### config.mk
export PLATFORM = sky130hd
export DESIGN_NAME = instr_fetch_mem
export DESIGN_NICKNAME = d
export VERILOG_FILES = /design/src/rtl/imem_pkg.sv /design/src/rtl/imem_loader.sv /design/src/rtl/instr_fetch_mem.sv
export SDC_FILE = /design/constraint.sdc
export NUM_CORES = 1
export LEC_CHECK = 0
export BUFFER_PORTS_ARGS = -buffer_cell sky130_fd_sc_hd__buf_2
export CORE_ASPECT_RATIO = 1.25
export CORE_UTILIZATION = 40
export DETAILED_ROUTE_END_ITERATION = 8
export RECOVER_POWER = 50
export SYNTH_ARGS = -nofsm -noshare
export SYNTH_HDL_FRONTEND = slang
export SYNTH_HIERARCHICAL = 1
export SYNTH_SLANG_ARGS = --single-unit
export TNS_END_PERCENT = 1
### constraint.sdc
create_clock -name clock -period 4.2 [get_ports clock]
set_input_delay 0.42 -clock clock [delete_from_list [all_inputs] [get_ports clock]]
set_output_delay 0.42 -clock clock [all_outputs]
set_load 0.1 [all_outputs]
### src/rtl/imem_pkg.sv
// rtl/imem_pkg.sv - shared FSM states, halt word and opcode fields for the instruction memory
package imem_pkg;

  typedef enum logic {
    ST_RUN  = 1'b0,
    ST_LOAD = 1'b1
  } imem_state_t;

  localparam logic [31:0] HALT_WORD = 32'hE400_0000;

  localparam int         OPC_MSB  = 31;
  localparam int         OPC_LSB  = 26;
  localparam logic [5:0] OPC_HALT = 6'b111001;

  function automatic logic is_halt(input logic [31:0] word);
    return word[OPC_MSB:OPC_LSB] == OPC_HALT;
  endfunction

endpackage

### src/rtl/imem_loader.sv
// rtl/imem_loader.sv - load FSM, write pointer and overflow flag; bounds behaviour set by IMEM_BOUNDS_CHECK_EN
module imem_loader
  import imem_pkg::*;
#(
  parameter int DATA_W = 32,
  parameter int ADDR_W = 11,
  parameter int DEPTH  = 32,
  parameter int IDX_W  = 5
) (
  input  logic              clock,
  input  logic              reset_n,
  input  logic              load_start,
  input  logic [ADDR_W-1:0] load_base,
  input  logic              load_valid,
  input  logic [DATA_W-1:0] load_data,
  input  logic              load_last,
  output logic              load_ready,
  output logic              load_done,
  output logic              load_err,
  output logic              cpu_hold,
  output logic              mem_we,
  output logic [IDX_W-1:0]  mem_waddr,
  output logic [DATA_W-1:0] mem_wdata
);

  localparam logic [ADDR_W:0] DEPTH_W = (ADDR_W+1)'(DEPTH);

  imem_state_t     state, state_nxt;
  logic [ADDR_W:0] ptr, ptr_nxt;
  logic            done_nxt;
  logic            accept;

  assign load_ready = (state == ST_LOAD);
  assign cpu_hold   = (state == ST_LOAD);
  // A restart pulse takes priority over a word presented in the same cycle
  assign accept     = load_valid & load_ready & ~load_start;
  assign mem_wdata  = load_data;

`ifdef IMEM_BOUNDS_CHECK_EN
  logic in_range;
  logic err_q, err_nxt;

  assign in_range  = (ptr < DEPTH_W);
  assign mem_waddr = IDX_W'(ptr);
  assign load_err  = err_q;
`else
  assign mem_waddr = IDX_W'(ptr % DEPTH_W);
  assign load_err  = 1'b0;
`endif

  always_comb begin
    state_nxt = state;
    ptr_nxt   = ptr;
    done_nxt  = 1'b0;
    mem_we    = 1'b0;
`ifdef IMEM_BOUNDS_CHECK_EN
    err_nxt   = err_q;
`endif
    if (load_start) begin
      state_nxt = ST_LOAD;
      ptr_nxt   = {1'b0, load_base};
`ifdef IMEM_BOUNDS_CHECK_EN
      err_nxt   = 1'b0;
`endif
    end else if (accept) begin
`ifdef IMEM_BOUNDS_CHECK_EN
      if (in_range) begin
        mem_we  = 1'b1;
        ptr_nxt = ptr + 1'b1;
      end else begin
        err_nxt = 1'b1;
      end
`else
      mem_we  = 1'b1;
      ptr_nxt = ptr + 1'b1;
`endif
      if (load_last) begin
        state_nxt = ST_RUN;
        done_nxt  = 1'b1;
      end
    end
  end

  always_ff @(posedge clock or negedge reset_n) begin
    if (!reset_n) begin
      state     <= ST_RUN;
      ptr       <= '0;
      load_done <= 1'b0;
`ifdef IMEM_BOUNDS_CHECK_EN
      err_q     <= 1'b0;
`endif
    end else begin
      state     <= state_nxt;
      ptr       <= ptr_nxt;
      load_done <= done_nxt;
`ifdef IMEM_BOUNDS_CHECK_EN
      err_q     <= err_nxt;
`endif
    end
  end

endmodule

### src/rtl/instr_fetch_mem.sv
// rtl/instr_fetch_mem.sv - loadable instruction memory with registered fetch port; IMEM_BOUNDS_CHECK_EN selects fault vs wrap
module instr_fetch_mem
  import imem_pkg::*;
#(
  parameter int                DATA_W    = 32,
  parameter int                ADDR_W    = 11,
  parameter int                DEPTH     = 32,
  parameter logic [DATA_W-1:0] FILL_WORD = DATA_W'(HALT_WORD)
) (
  input  logic              clock,
  input  logic              reset_n,
  input  logic              fetch_req,
  input  logic [ADDR_W-1:0] pc,
  output logic [DATA_W-1:0] inst,
  output logic              fetch_valid,
  output logic              fetch_fault,
  input  logic              load_start,
  input  logic [ADDR_W-1:0] load_base,
  input  logic              load_valid,
  input  logic [DATA_W-1:0] load_data,
  input  logic              load_last,
  output logic              load_ready,
  output logic              load_done,
  output logic              load_err,
  output logic              cpu_hold
);

  localparam int              IDX_W   = (DEPTH > 1) ? $clog2(DEPTH) : 1;
  localparam logic [ADDR_W:0] DEPTH_W = (ADDR_W+1)'(DEPTH);

  // Contents start as halt words and are deliberately untouched by reset_n
  logic [DATA_W-1:0] mem [DEPTH] = '{default: FILL_WORD};

  logic              mem_we;
  logic [IDX_W-1:0]  mem_waddr;
  logic [DATA_W-1:0] mem_wdata;
  logic              fetch_acc;
  logic              pc_oob;
  logic [IDX_W-1:0]  rd_idx;
  logic [DATA_W-1:0] rd_word;

  imem_loader #(
    .DATA_W (DATA_W),
    .ADDR_W (ADDR_W),
    .DEPTH  (DEPTH),
    .IDX_W  (IDX_W)
  ) u_loader (
    .clock      (clock),
    .reset_n    (reset_n),
    .load_start (load_start),
    .load_base  (load_base),
    .load_valid (load_valid),
    .load_data  (load_data),
    .load_last  (load_last),
    .load_ready (load_ready),
    .load_done  (load_done),
    .load_err   (load_err),
    .cpu_hold   (cpu_hold),
    .mem_we     (mem_we),
    .mem_waddr  (mem_waddr),
    .mem_wdata  (mem_wdata)
  );

  always_ff @(posedge clock) begin
    if (mem_we) mem[mem_waddr] <= mem_wdata;
  end

`ifdef IMEM_BOUNDS_CHECK_EN
  assign pc_oob  = ({1'b0, pc} >= DEPTH_W);
  assign rd_idx  = IDX_W'(pc);
  assign rd_word = pc_oob ? FILL_WORD : mem[rd_idx];
`else
  assign pc_oob  = 1'b0;
  assign rd_idx  = IDX_W'({1'b0, pc} % DEPTH_W);
  assign rd_word = mem[rd_idx];
`endif

  // Loading and fetching are exclusive, so a read never races a write
  assign fetch_acc = fetch_req & ~cpu_hold & ~load_start;

  always_ff @(posedge clock or negedge reset_n) begin
    if (!reset_n) begin
      inst        <= FILL_WORD;
      fetch_valid <= 1'b0;
      fetch_fault <= 1'b0;
    end else begin
      fetch_valid <= fetch_acc;
      if (fetch_acc) begin
        inst        <= rd_word;
        fetch_fault <= pc_oob;
      end
    end
  end

endmodule

==> Word level (Yosys, flattened, before mapping) <==
Memories as Yosys holds them, arrays and structs flattened. A register that Yosys moved wholly into a read port is not among the register bits.
Cells that the tools add are included.
{ "classes": {"mul": 0, "order_cmp": 0, "mux": 12, "n_eq_ne": 0, "n_bitwise": 6, "add_sub_neg": 1, "n_shift": 0, "n_div": 0, "reduce_logical": 4} }
{ "ops": {"columns": ["op", "n"], "rows": [
  ["12-bit two-way mux", 2],
  ["12-bit by 1-bit adder with 12-bit output, second input constant", 1],
  ["1-bit two-way mux", 10],
  ["1-bit AND", 4],
  ["2-bit nonzero test", 2],
  ["1-bit inverter", 2],
  ["2-bit AND reduction", 1],
  ["1-bit logical NOT", 1]
]} }
{ "word_totals": {"rom_bits": 0, "latch_bits": 0, "ram_bits": 1024, "reg_bits": 15, "memories": 1} }
{ "mem_list": {"columns": ["memory", "words", "width", "read_ports", "rd_clocked_by_memory_dff", "wr", "line", "source"], "rows": [
  ["mem", 32, 32, 1, 1, 1, "instr_fetch_mem.sv:32", "logic [DATA_W-1:0] mem [DEPTH] = '{default: FILL_WORD};"]
]} }

==> Longest topological paths before layout <==
Gate-level depths: netlist (run 1).
{ "logic_depth": {"depth_word": 6, "mapped_depth": 8, "depth_no_buf": 5} }

==> Hierarchy <==
The synthesis (run 1) kept the hierarchy.
{ "modules_own_cells": {"columns": ["module", "seq_area_each_um2", "area_per_inst_um2", "cells_each", "n_inst"], "rows": [
  ["instr_fetch_mem", 31580.3, 41031.9, 2177, 1],
  ["imem_loader", 175.2, 594.3, 71, 1]
]} }

==> Least setup slack after synthesis (run 1) <==
Ideal clock, no wire load.
{ "synth_path": {"kind": "register -> register", "startpoint": "register u_loader.state (netlist: u_loader/cpu_hold)", "endpoint": "memory mem[28][0], enable pin", "path_slack_ns": 0.275, "synth_period_minus_slack_ns": 3.925, "t_required_ns": 3.779, "path_stages_with_launch": 6, "t_arrival_ns": 3.504, "cell_sequence": "dfrtp_1 -> nand2_1 -> nor2_1 -> or3b_2 -> clkbuf_1 -> nor2_1"} }
{ "synth_between": {"elab_chain_cells": 6} }
{ "synth_rtl": {"columns": ["element", "line", "source"], "rows": [
  ["start, declared", "imem_loader.sv:28", "imem_state_t state, state_nxt;"],
  ["start signal, assigned", "imem_loader.sv:93", "state <= state_nxt;"],
  ["1-bit AND (2 in series)", "imem_loader.sv:36", "assign accept = load_valid & load_ready & ~load_start;"],
  ["1-bit two-way mux", "imem_loader.sv:65", "end else if (accept) begin"],
  ["1-bit two-way mux", "imem_loader.sv:59", "if (load_start) begin"],
  ["net mem_we", "instr_fetch_mem.sv:34", "logic mem_we;"],
  ["1-bit two-way mux", "instr_fetch_mem.sv:65", "if (mem_we) mem[mem_waddr] <= mem_wdata;"],
  ["1-bit two-way mux (implied by the code)", "instr_fetch_mem.sv:65", null],
  ["end, declared", "instr_fetch_mem.sv:32", null]
]} }
The timed path passes the listed nets, and every way through them passes these cells.

==> Worst setup path after layout (run 1) <==
{ "layout_path": {"startpoint": "register u_loader.state (netlist: u_loader/cpu_hold)", "endpoint": "memory mem[20][17], enable pin"} }
The elaborated chain is that of the path after synthesis.

==> results.sh, run 1 <==
export IMPL_cts_buffers_inserted=99
export IMPL_leakagePower_nw=16.3
export IMPL_gp_congestion=0.748
export IMPL_crit_buf_inv=1
export IMPL_dp_slack_ps=1260
export IMPL_worst_setup_path_start_kind="flip-flop"
export IMPL_placed_area_sq_um=44000
export IMPL_synth_avg_cell_area_sq_um=18.5
export IMPL_status="finished, violations left"
export IMPL_synthTopCellsByCount="edfxtp_1, mux2i_1, a22oi_1"
export IMPL_clk_pin_slew_worst_paths_ps=60
export IMPL_netlist_area_leader_share_pct=73.9
export IMPL_clockRootBuffer="clkbuf_16"
export IMPL_finalHoldViolCount=0
export IMPL_rsz0062_at_grt="no"
export IMPL_ys_warn_count=6
export IMPL_nFillCells=8643
export IMPL_yosysTopAreaCell="edfxtp_1"
export IMPL_grt_pass1_wl_microns=148000
export IMPL_clock_latency_ps=680
export IMPL_violations="max-capacitance violations, max-slew violations"
export IMPL_cts_sinks=1064
export IMPL_synth_area_leaders="edfxtp_1, mux2i_1, a22oi_1"
export IMPL_synth_top_family_by_area="multiplexers"
export IMPL_r2r_cells=5
export IMPL_worst_slack_ps=1310
export IMPL_hp_class="in2reg"
export IMPL_arrival_ps=3250
export IMPL_place_hpwl_microns=55700
export IMPL_synthSimpleGateAreaFrac_pct=1.10
export IMPL_fin_skew_ps=17.1
export IMPL_setup_tns_final_ps=0
export IMPL_synth_cells=2248
export IMPL_synth_compound_area_share_pct=7.61
export IMPL_synthMuxAreaShare_pct=12.3
export IMPL_grt_pass1_vias=21800
export IMPL_synth_seq_cells=1064
export IMPL_synth_flop_cell="edfxtp_1"
export IMPL_grt_max_degree=91
export IMPL_viasPerCell=5.59
export IMPL_drt_first_iter_violations=1584
export IMPL_antenna_found_initial=2
export IMPL_dr_pass1_iters=5
export IMPL_synth_xor_area_share_pct=0.0421
export IMPL_die_area_sq_um=105000
export IMPL_period_needed_ps=2890
export IMPL_finalInstanceArea_sq_um=47200
export IMPL_start_util_pct=40.6
export IMPL_clockBufferDepth=3
export IMPL_core_rowCount=131
export IMPL_ant_nets=0
export IMPL_synth_edf_count=1024
export IMPL_max_freq_mhz=346
export IMPL_pin_count=98
export IMPL_yosysMostFrequentCell="edfxtp_1"
export IMPL_synthToLayoutAreaGrowth_pct=13.4
export IMPL_vias=21100
export IMPL_drive_gt1_share_pct=14.5
export IMPL_end_kind="flip-flop"
export IMPL_drv_cap=1
export IMPL_worst_pin_slew_ps=1840
export IMPL_hold_depth=4
export IMPL_syn_num_nets=2309
export IMPL_synthArstFlopShare_pct=3.76
export IMPL_synthAdderAreaFrac_pct=0.0301
export IMPL_final_cells=3774
export IMPL_drc=0
export IMPL_placed_cells=3580
export IMPL_totalPowerFinal_w=0.0228
export IMPL_core_area_sq_um=103000
export IMPL_cts_resized=0
export IMPL_timing_rr_start="u_loader/cpu_hold$_DFFE_PN0P_"
export IMPL_cp_max_fo=18
export IMPL_ys_types=36
export IMPL_cpLargestDelayFamily="simple AND/OR/NAND/NOR gates"
export IMPL_worst_path_stages=5
export IMPL_rrSetupSlack_ps=1310
export IMPL_vdd_drop_max_uv=263
export IMPL_die_y_microns=363
export IMPL_p_per_area_nw_per_um2=482
export IMPL_htree_levels=3
export IMPL_die_w_microns=291
export IMPL_period_share_pct=68.7
export IMPL_seq_area_frac_synth_pct=76.3
export IMPL_drv_slew=41
export IMPL_gr_total_overflow=0
export IMPL_globalRouteTotalUtil_pct=19.3
export IMPL_critPathRequiredTime_ps=4560
export IMPL_finalSetupViolations=0
export IMPL_cpPeakStageDelay_ps=720
export IMPL_path_cells="nand2_1 -> nor2_1 -> or3b_2 -> nor2_4 -> buf_12"
export IMPL_wirelength_microns=102000
export IMPL_holdCritStartpoint="load_valid"
export IMPL_nNetsFinal=2421
export IMPL_cp_slowest_cell="or3b_2"
export IMPL_netlist_area_sq_um=41600
export IMPL_slew_headroom_pct=-22.9
export IMPL_wl_per_cell_microns=26.9
export IMPL_port_buffers=83
export IMPL_startpoint="u_loader/cpu_hold$_DFFE_PN0P_"
export IMPL_worstSetupPathType="reg2reg"
export IMPL_cts_tree="built"
[kinds of logic after synthesis]
group / after synthesis
AO/OA/AOI/OAI: 391
XOR/XNOR: 2
adder cells (fa/ha/maj): 1
buffers and inverters: 171
flip-flops: 1064
multiplexers: 513
other: 2
AND/OR/NAND/NOR: 104
[worst reg2reg max path, stage by stage, from the launching register on]
cell and delay (ps):
dfrtp_1 450, nand2_1 160, nor2_1 270, or3b_2 720
nor2_4 660, buf_12 280
[state kept, by name, indices dropped and copies added, names as in the netlist]
signal	flops
u_loader/load_done	1
inst	32
fetch_valid	1
mem	1024
u_loader/cpu_hold	1
u_loader/ptr	5
[power by group]
group	switching (W)	leakage (nW)	internal [W]
Combinational	0.00147	4.99	0.000485
Sequential	0.000117	9.69	0.0118
Clock	0.00377	1.58	0.00512
[final cells by class]
class / count / area (sq um) / area share [%]
Sequential cell: 1064 / 31800 / 67.3
Multi-Input combinational cell: 1013 / 9060 / 19.2
Clock buffer: 123 / 2670 / 5.66
Tap cell: 1330 / 1660 / 3.52
Timing Repair Buffer: 180 / 1500 / 3.17
Clock inverter: 58 / 544 / 1.15
Antenna cell: 4 / 10.0 / 0.0212
Inverter: 2 / 7.51 / 0.0159
[timing repair]
action                                 4_1_cts  5_1_grt
buffers inserted                             0        0
hold buffers                                 9        0
endpoints found under the hold margin       43        0
[metal layers]
metal  track usage [%]  wire (microns)
met3              2.81            5110
met1              25.0           42800
met5                 0               0
met4              5.46            2170
met2              33.6           51500
[per-stage QoR]
| step | hold slack, ps | util (%) |
|---|---|---|
| 6_report | 49.1 | 46.0 |
| 5_1_grt | 46.6 | 46.0 |
| 4_1_cts | 0.709 | 46.1 |
| 3_5_place_dp | 457 | 42.9 |
| 3_3_place_gp | 472 | 42.9 |
| 2_1_floorplan | 124 | - |
[worst paths after layout]
| kind | to |
|---|---|
| worst min register to register | inst[7]$_DFFE_PN0P_ |
| worst max-delay path | mem[20][17]$_DFFE_PP_ |
| worst min-delay path | u_loader/cpu_hold$_DFFE_PN0P_ |
| max in group asynchronous | inst[14]$_DFFE_PN0P_ |
| worst max register to register | mem[20][17]$_DFFE_PP_ |
| min in group asynchronous | u_loader/load_done$_DFF_PN0_ |
[cells in the final DEF (no fill, tap or decap), types with 3 or more instances in the layout]
cell type         n
a21oi_1          64
a221oi_1         63
a22o_1           64
a22oi_1         128
buf_12           30
buf_2            43
buf_4            56
bufinv_16        10
clkbuf_1         58
clkbuf_16       103
clkinv_1         19
clkinv_2         21
clkinvlp_4        4
dfrtp_1          36
dfstp_2           4
diode_2           4
dlygate4sd3_1     9
edfxtp_1       1024
mux2i_1         513
nand2_1          42
nand3_1           4
nand3b_1          5
nor2_1            7
nor2_4           31
o21ai_0           5
o22ai_1          32
o41ai_2          32
or3_1             3
or3b_2            3
No activity file was read; power rests on OpenSTA's default activity.
==> run 2: changes to the inputs <==
ABC_AREA = 1   (was not set)
clock period = 2.8 ns   (was 4.2 ns; I/O delays follow)
==> run 2 against run 1 <==
  * The run still ends with max-capacitance violations, max-slew violations left
  * Synthesized cell count up 62%
  * Critical path depth up 1
  * Critical path type unchanged
  * Maximum frequency up 27%
  * Setup slack worse by 780 ps
  * Sequential share of layout area down 2.2 points
  * Count of clock-buffer cells in the layout up 16
  * Clock skew down 1.2 ps
  * Via count up 30%
  * Routed wire length up 16%
  * Largest cell class unchanged
  * Largest power group unchanged
  * Flip-flop and latch count unchanged
==> results.sh, run 2 <==
export IMPL_largest_reg_flops=1024
export IMPL_synth_cells=3634
export IMPL_wirelength_microns=118000
export IMPL_netlist_area_sq_um=43300
export IMPL_globalRouteTotalUtil_pct=21.6
export IMPL_finalSetupViolations=0
export IMPL_violations="max-capacitance violations, max-slew violations"
export IMPL_clockBufferDepth=3
export IMPL_drv_slew=18
export IMPL_totalPowerFinal_w=0.0342
export IMPL_leakagePower_nw=17.6
export IMPL_place_hpwl_microns=58300
export IMPL_cts_sinks=1064
export IMPL_grt_pass1_wl_microns=172000
export IMPL_pin_count=98
export IMPL_clk_pin_slew_worst_paths_ps=60
export IMPL_vias=27400
export IMPL_wl_per_cell_microns=22.7
export IMPL_die_area_sq_um=110000
export IMPL_grt_pass1_vias=25900
export IMPL_synth_avg_cell_area_sq_um=11.9
export IMPL_ys_warn_count=6
export IMPL_worstSetupPathType="reg2reg"
export IMPL_end_kind="flip-flop"
export IMPL_dp_slack_ps=597
export IMPL_worst_setup_path_start_kind="flip-flop"
export IMPL_port_buffers=83
export IMPL_yosysTopAreaCell="edfxtp_1"
export IMPL_cts_resized=0
export IMPL_cp_max_fo=11
export IMPL_cts_setup_buffers=0
export IMPL_synthTopCellsByCount="nand2_1, edfxtp_1, nand3_1"
export IMPL_placed_area_sq_um=45600
export IMPL_status="finished, violations left"
export IMPL_htree_levels=3
export IMPL_period_needed_ps=2270
export IMPL_fin_skew_ps=15.9
export IMPL_core_rowCount=134
export IMPL_gr_total_overflow=0
export IMPL_hold_buffers=10
export IMPL_syn_num_nets=3695
export IMPL_synth_seq_cells=1064
export IMPL_p_per_area_nw_per_um2=701
export IMPL_cts_buffers_inserted=98
export IMPL_final_common_cell="nand2_1"
export IMPL_dr_pass1_iters=6
export IMPL_drt_first_iter_violations=2541
export IMPL_utilization_pct=45.5
export IMPL_rsz0062_at_grt="no"
export IMPL_synth_area_leaders="edfxtp_1, nand2_1, nand3_1"
export IMPL_antenna_found_initial=9
export IMPL_startpoint="u_loader/cpu_hold$_DFFE_PN0P_"
export IMPL_yosysMostFrequentCell="nand2_1"
export IMPL_clock_latency_ps=690
export IMPL_vdd_drop_max_uv=398
export IMPL_mostFrequentLayoutCells="nand2_1, edfxtp_1, nand3_1"
export IMPL_seq_area_frac_synth_pct=73.3
export IMPL_die_w_microns=296
export IMPL_finalInstanceArea_sq_um=48800
export IMPL_nNetsFinal=3737
export IMPL_drv_cap=1
export IMPL_gp_congestion=0.763
export IMPL_setup_tns_final_ps=0
export IMPL_arrival_ps=2630
export IMPL_netlist_area_leader_share_pct=71.0
export IMPL_drc=0
export IMPL_ant_nets=0
export IMPL_cts_tree="built"
export IMPL_critPathRequiredTime_ps=3160
export IMPL_max_freq_mhz=441
export IMPL_synthToLayoutAreaGrowth_pct=12.6
export IMPL_top_register="mem"
export IMPL_core_area_sq_um=107000
export IMPL_synthArstFlopShare_pct=3.76
export IMPL_clockRootBuffer="clkbuf_16"
export IMPL_die_y_microns=370
export IMPL_start_util_pct=40.4
export IMPL_timing_rr_start="u_loader/cpu_hold$_DFFE_PN0P_"
export IMPL_viasPerCell=5.28
export IMPL_grt_max_degree=125
export IMPL_finalHoldViolCount=0
export IMPL_worst_pin_slew_ps=1540
export IMPL_drive_gt1_share_pct=9.07
export IMPL_reg_top3="mem x1024, inst x32, u_loader/ptr x5"
export IMPL_synth_flop_cell="edfxtp_1"
export IMPL_hp_class="in2reg"
export IMPL_period_share_pct=81.0
export IMPL_ys_types=26
export IMPL_worst_slack_ps=532
export IMPL_synth_edf_count=1024
export IMPL_slew_headroom_pct=-2.79
export IMPL_holdCritStartpoint="load_valid"
run 2: cell types whose count changed after synthesis, sizes merged, moves of 64 or more:
cell,change
a221oi,-64
buf,+142
mux2i,-513
a21oi,-64
a22o,-64
nand3,+880
nand2,+1319
a22oi,-128
run 2: final timing paths:
kind	endpoint	slack, ps	cells after the start
max	mem[4][11]$_DFFE_PP_	530	6
min	u_loader/ptr[0]$_DFFE_PN0P_	150	4
max reg2reg	mem[4][11]$_DFFE_PP_	530	6
min reg2reg	inst[26]$_DFFE_PN1P_	470	2
max in group asynchronous	inst[4]$_DFFE_PN0P_	1000	3
min in group asynchronous	inst[30]$_DFFE_PN1P_	310	2
run 2: worst max-delay path, stage by stage, from the launching register on:
cell	delay, ps
dfrtp_2	400
nand2_1	220
nor2_8	220
nand3_1	100
buf_4	220
nor2_4	390
buf_4	360
run 2: per-stage QoR:
stage               hold WS (ps)  instances
floorplan                  -15.6       3634
detailed placement           186       4994
CTS                         10.6       5186
global placement             185       4994
finish                       150       5189
global route                 180       5187
run 2: cells by family (layout without fill, tap and decap cells):
group                    after synthesis  after routing  share of synthesized area (%)
AND/OR/NAND/NOR                     2283           2283                           22.4
AO/OA/AOI/OAI                          3              3                         0.0462
adder cells (fa/ha/maj)                1              1                         0.0289
flip-flops                          1064           1064                           73.3
other                                  2              5                         0.0173
XOR/XNOR                               1              1                         0.0202
buffers and inverters                280            404                           4.20
run 2: power by group:
part	total (W)	leakage (nW)	switching, W	internal [W]
registers	0.0178	9.70	0.000110	0.0177
clock network	0.0132	1.54	0.00575	0.00741
logic	0.00320	6.33	0.00254	0.000662
run 2: metal layers:
| layer | part of all wire (%) | global-route usage, % | wire [microns] |
|---|---|---|---|
| met5 | 0.054 | 0 | 64 |
| met1 | 41 | 28.0 | 48400 |
| met4 | 2.8 | 7.43 | 3360 |
| met3 | 6.3 | 3.27 | 7460 |
| met2 | 50 | 36.6 | 58800 |
run 2: area by class of cell:
class                   instances  area (sq um)
clock buffers                 139          2760
multi-input cells            2290          9990
fillers                      9478         58300
inverters                      20           110
flip-flops and latches       1064         31800
repair buffers                202          2010
well taps                    1428          1790
clock inverters                43           370
diodes                          3          7.51
==> run 3: changes to the inputs <==
clock period = 2 ns   (was 2.8 ns; I/O delays follow)
==> run 3 against run 2 <==
  * Flip-flop and latch count unchanged
  * Die area unchanged
  * Critical path depth unchanged
  * Routed wire length increased by 1.1%
  * Combinational power increased by 48%
  * Clock power increased by 39%
  * Non-clock buffer count increased by 66
  * Sequential power increased by 40%
  * Critical path type unchanged
  * Setup slack got worse by 470 ps
  * Final cell count increased by 1.3%
  * The run still ends with max-capacitance violations, max-slew violations left
  * Critical endpoint is now inst[23]$_DFFE_PN0P_
  * Global-route usage increased by 0.17 points
==> results.sh, run 3 (synthesized netlist as in run 2, its figures left out) <==
export IMPL_cts_tree="built"
export IMPL_drt_first_iter_violations=2504
export IMPL_vdd_drop_max_uv=1040
export IMPL_drv_slew=19
export IMPL_clock_latency_ps=690
export IMPL_antenna_found_initial=7
export IMPL_dr_pass1_iters=5
export IMPL_drc=0
export IMPL_gr_total_overflow=0
export IMPL_grt_pass1_vias=26900
export IMPL_seq_area_sq_um=31800
export IMPL_critPathRequiredTime_ps=2540
export IMPL_worst_pin_slew_ps=1550
export IMPL_cts_sinks=1064
export IMPL_clockBufferDepth=3
export IMPL_clk_pin_slew_worst_paths_ps=60
export IMPL_worstSetupPathType="reg2reg"
export IMPL_cp_slowest_cell="dfrtp_4"
export IMPL_max_freq_mhz=516
export IMPL_cpPeakStageDelay_ps=510
export IMPL_crit_buf_inv=3
export IMPL_violations="max-capacitance violations, max-slew violations"
export IMPL_largest_reg_flops=1024
export IMPL_slew_headroom_pct=-3.00
export IMPL_die_y_microns=370
export IMPL_wirelength_microns=119000
export IMPL_nNetsFinal=3806
export IMPL_grt_pass1_wl_microns=175000
export IMPL_cts_buffers_inserted=101
export IMPL_nFillCells=9505
export IMPL_synthToLayoutAreaGrowth_pct=15.0
export IMPL_top_register="mem"
export IMPL_port_buffers=83
export IMPL_die_w_microns=296
export IMPL_wl_per_cell_microns=22.7
export IMPL_drive_gt1_share_pct=10.4
export IMPL_period_needed_ps=1940
export IMPL_gp_congestion=0.773
export IMPL_mostFrequentLayoutCells="nand2_1, edfxtp_1, nand3_1"
export IMPL_finalSetupViolations=0
export IMPL_end_kind="flip-flop"
export IMPL_viasPerCell=5.35
export IMPL_vias=28100
export IMPL_finalHoldViolCount=0
export IMPL_place_hpwl_microns=66300
export IMPL_path_cells="nor3_4 -> clkbuf_4 -> inv_1 -> clkbuf_4 -> nand2_1 -> nand2_1"
export IMPL_cp_max_fo=17
export IMPL_period_share_pct=97.0
export IMPL_worst_setup_path_start_kind="flip-flop"
export IMPL_pin_count=98
export IMPL_totalPowerFinal_w=0.0481
export IMPL_hp_class="in2reg"
export IMPL_clockRootBuffer="clkbuf_16"
export IMPL_leakagePower_nw=18.0
export IMPL_globalRouteTotalUtil_pct=21.7
export IMPL_setup_tns_final_ps=0
export IMPL_multiInputGateArea_sq_um=10100
export IMPL_core_rowCount=134
export IMPL_ant_nets=0
export IMPL_arrival_ps=2480
export IMPL_die_area_sq_um=110000
export IMPL_rsz0062_at_grt="no"
export IMPL_drv_cap=1
export IMPL_start_util_pct=40.4
export IMPL_htree_levels=3
export IMPL_final_common_cell="nand2_1"
export IMPL_fin_skew_ps=37.7
export IMPL_cpLargestDelayFamily="buffers and inverters"
export IMPL_reg_top3="mem x1024, inst x32, u_loader/ptr x5"
export IMPL_grt_max_degree=69
export IMPL_p_per_area_nw_per_um2=966
export IMPL_utilization_pct=46.5
export IMPL_core_area_sq_um=107000
export IMPL_status="finished, violations left"
[run 3: changes by cell type in the layout (fill, tap and decap cells not counted), moves of 3 or more]
cell	previous run	this run
buf_12	56	90
buf_4	52	67
clkbuf_1	64	58
clkbuf_4	0	3
clkbuf_8	9	4
clkinv_1	14	22
clkinv_4	3	0
clkinvlp_4	0	4
dlygate4sd3_1	10	24
nand3_1	884	880
nand3_4	0	4
[run 3: power by group]
part	total [W]	switching, W	internal [W]
logic	0.00472	0.00364	0.00108
clock network	0.0184	0.00816	0.0103
registers	0.0250	0.000168	0.0248
total	0.0481	0.0120	0.0361
[run 3: final timing paths]
check	start	end	slack, ps	cells after the start
min reg2reg	inst[31]$_DFFE_PN1P_	inst[31]$_DFFE_PN1P_	470	2
max reg2reg	u_loader/cpu_hold$_DFFE_PN0P_	inst[23]$_DFFE_PN0P_	60	6
max in group asynchronous	reset_n	u_loader/cpu_hold$_DFFE_PN0P_	470	2
min in group asynchronous	reset_n	u_loader/cpu_hold$_DFFE_PN0P_	440	2
min	load_start	u_loader/cpu_hold$_DFFE_PN0P_	50	4
max	u_loader/cpu_hold$_DFFE_PN0P_	inst[23]$_DFFE_PN0P_	60	6
[run 3: layout make-up]
class,instances,share of cell area [%]
clock inverter,53,0.851
antenna,2,0.0100
inverter,20,0.221
tap,1428,3.59
multi-input combinational,2290,20.2
sequential,1064,63.7
clock buffer,130,5.41
timing repair buffer,268,5.98
[run 3: timing repair]
item | in CTS | in global routing
hold buffers | 24 | 0
endpoints found under the setup margin | 0 | 5
resized for setup | 0 | 1
setup buffers | 0 | 0
hold endpoints to repair | 277 | 0
[run 3: layer usage]
metal	part of all wire [%]	vias up	track usage, %
met5	0.038	-	0
li1	-	12900	-
met1	42	14000	29.0
met2	49	962	36.5
met4	2.8	6	7.09
met3	6.3	180	3.02
[run 3: through the flow]
stage / hold WS [ps] / setup WS (ps) / cell area, sq um / instances
2_1_floorplan: -95.6 / -178 / 43600 / 3634
3_3_place_gp: 255 / 88.2 / 46500 / 5046
3_5_place_dp: 254 / 49.8 / 46500 / 5046
4_1_cts: 1.63 / 29.9 / 49900 / 5253
5_1_grt: 61.5 / 15.6 / 49800 / 5253
6_report: 52.2 / 60.4 / 49800 / 5255
[run 3: worst register-to-register path: stages, from the launching register on]
cell and delay (ps):
dfrtp_4 510, nor3_4 200, clkbuf_4 450, inv_1 130
clkbuf_4 320, nand2_1 150, nand2_1 60
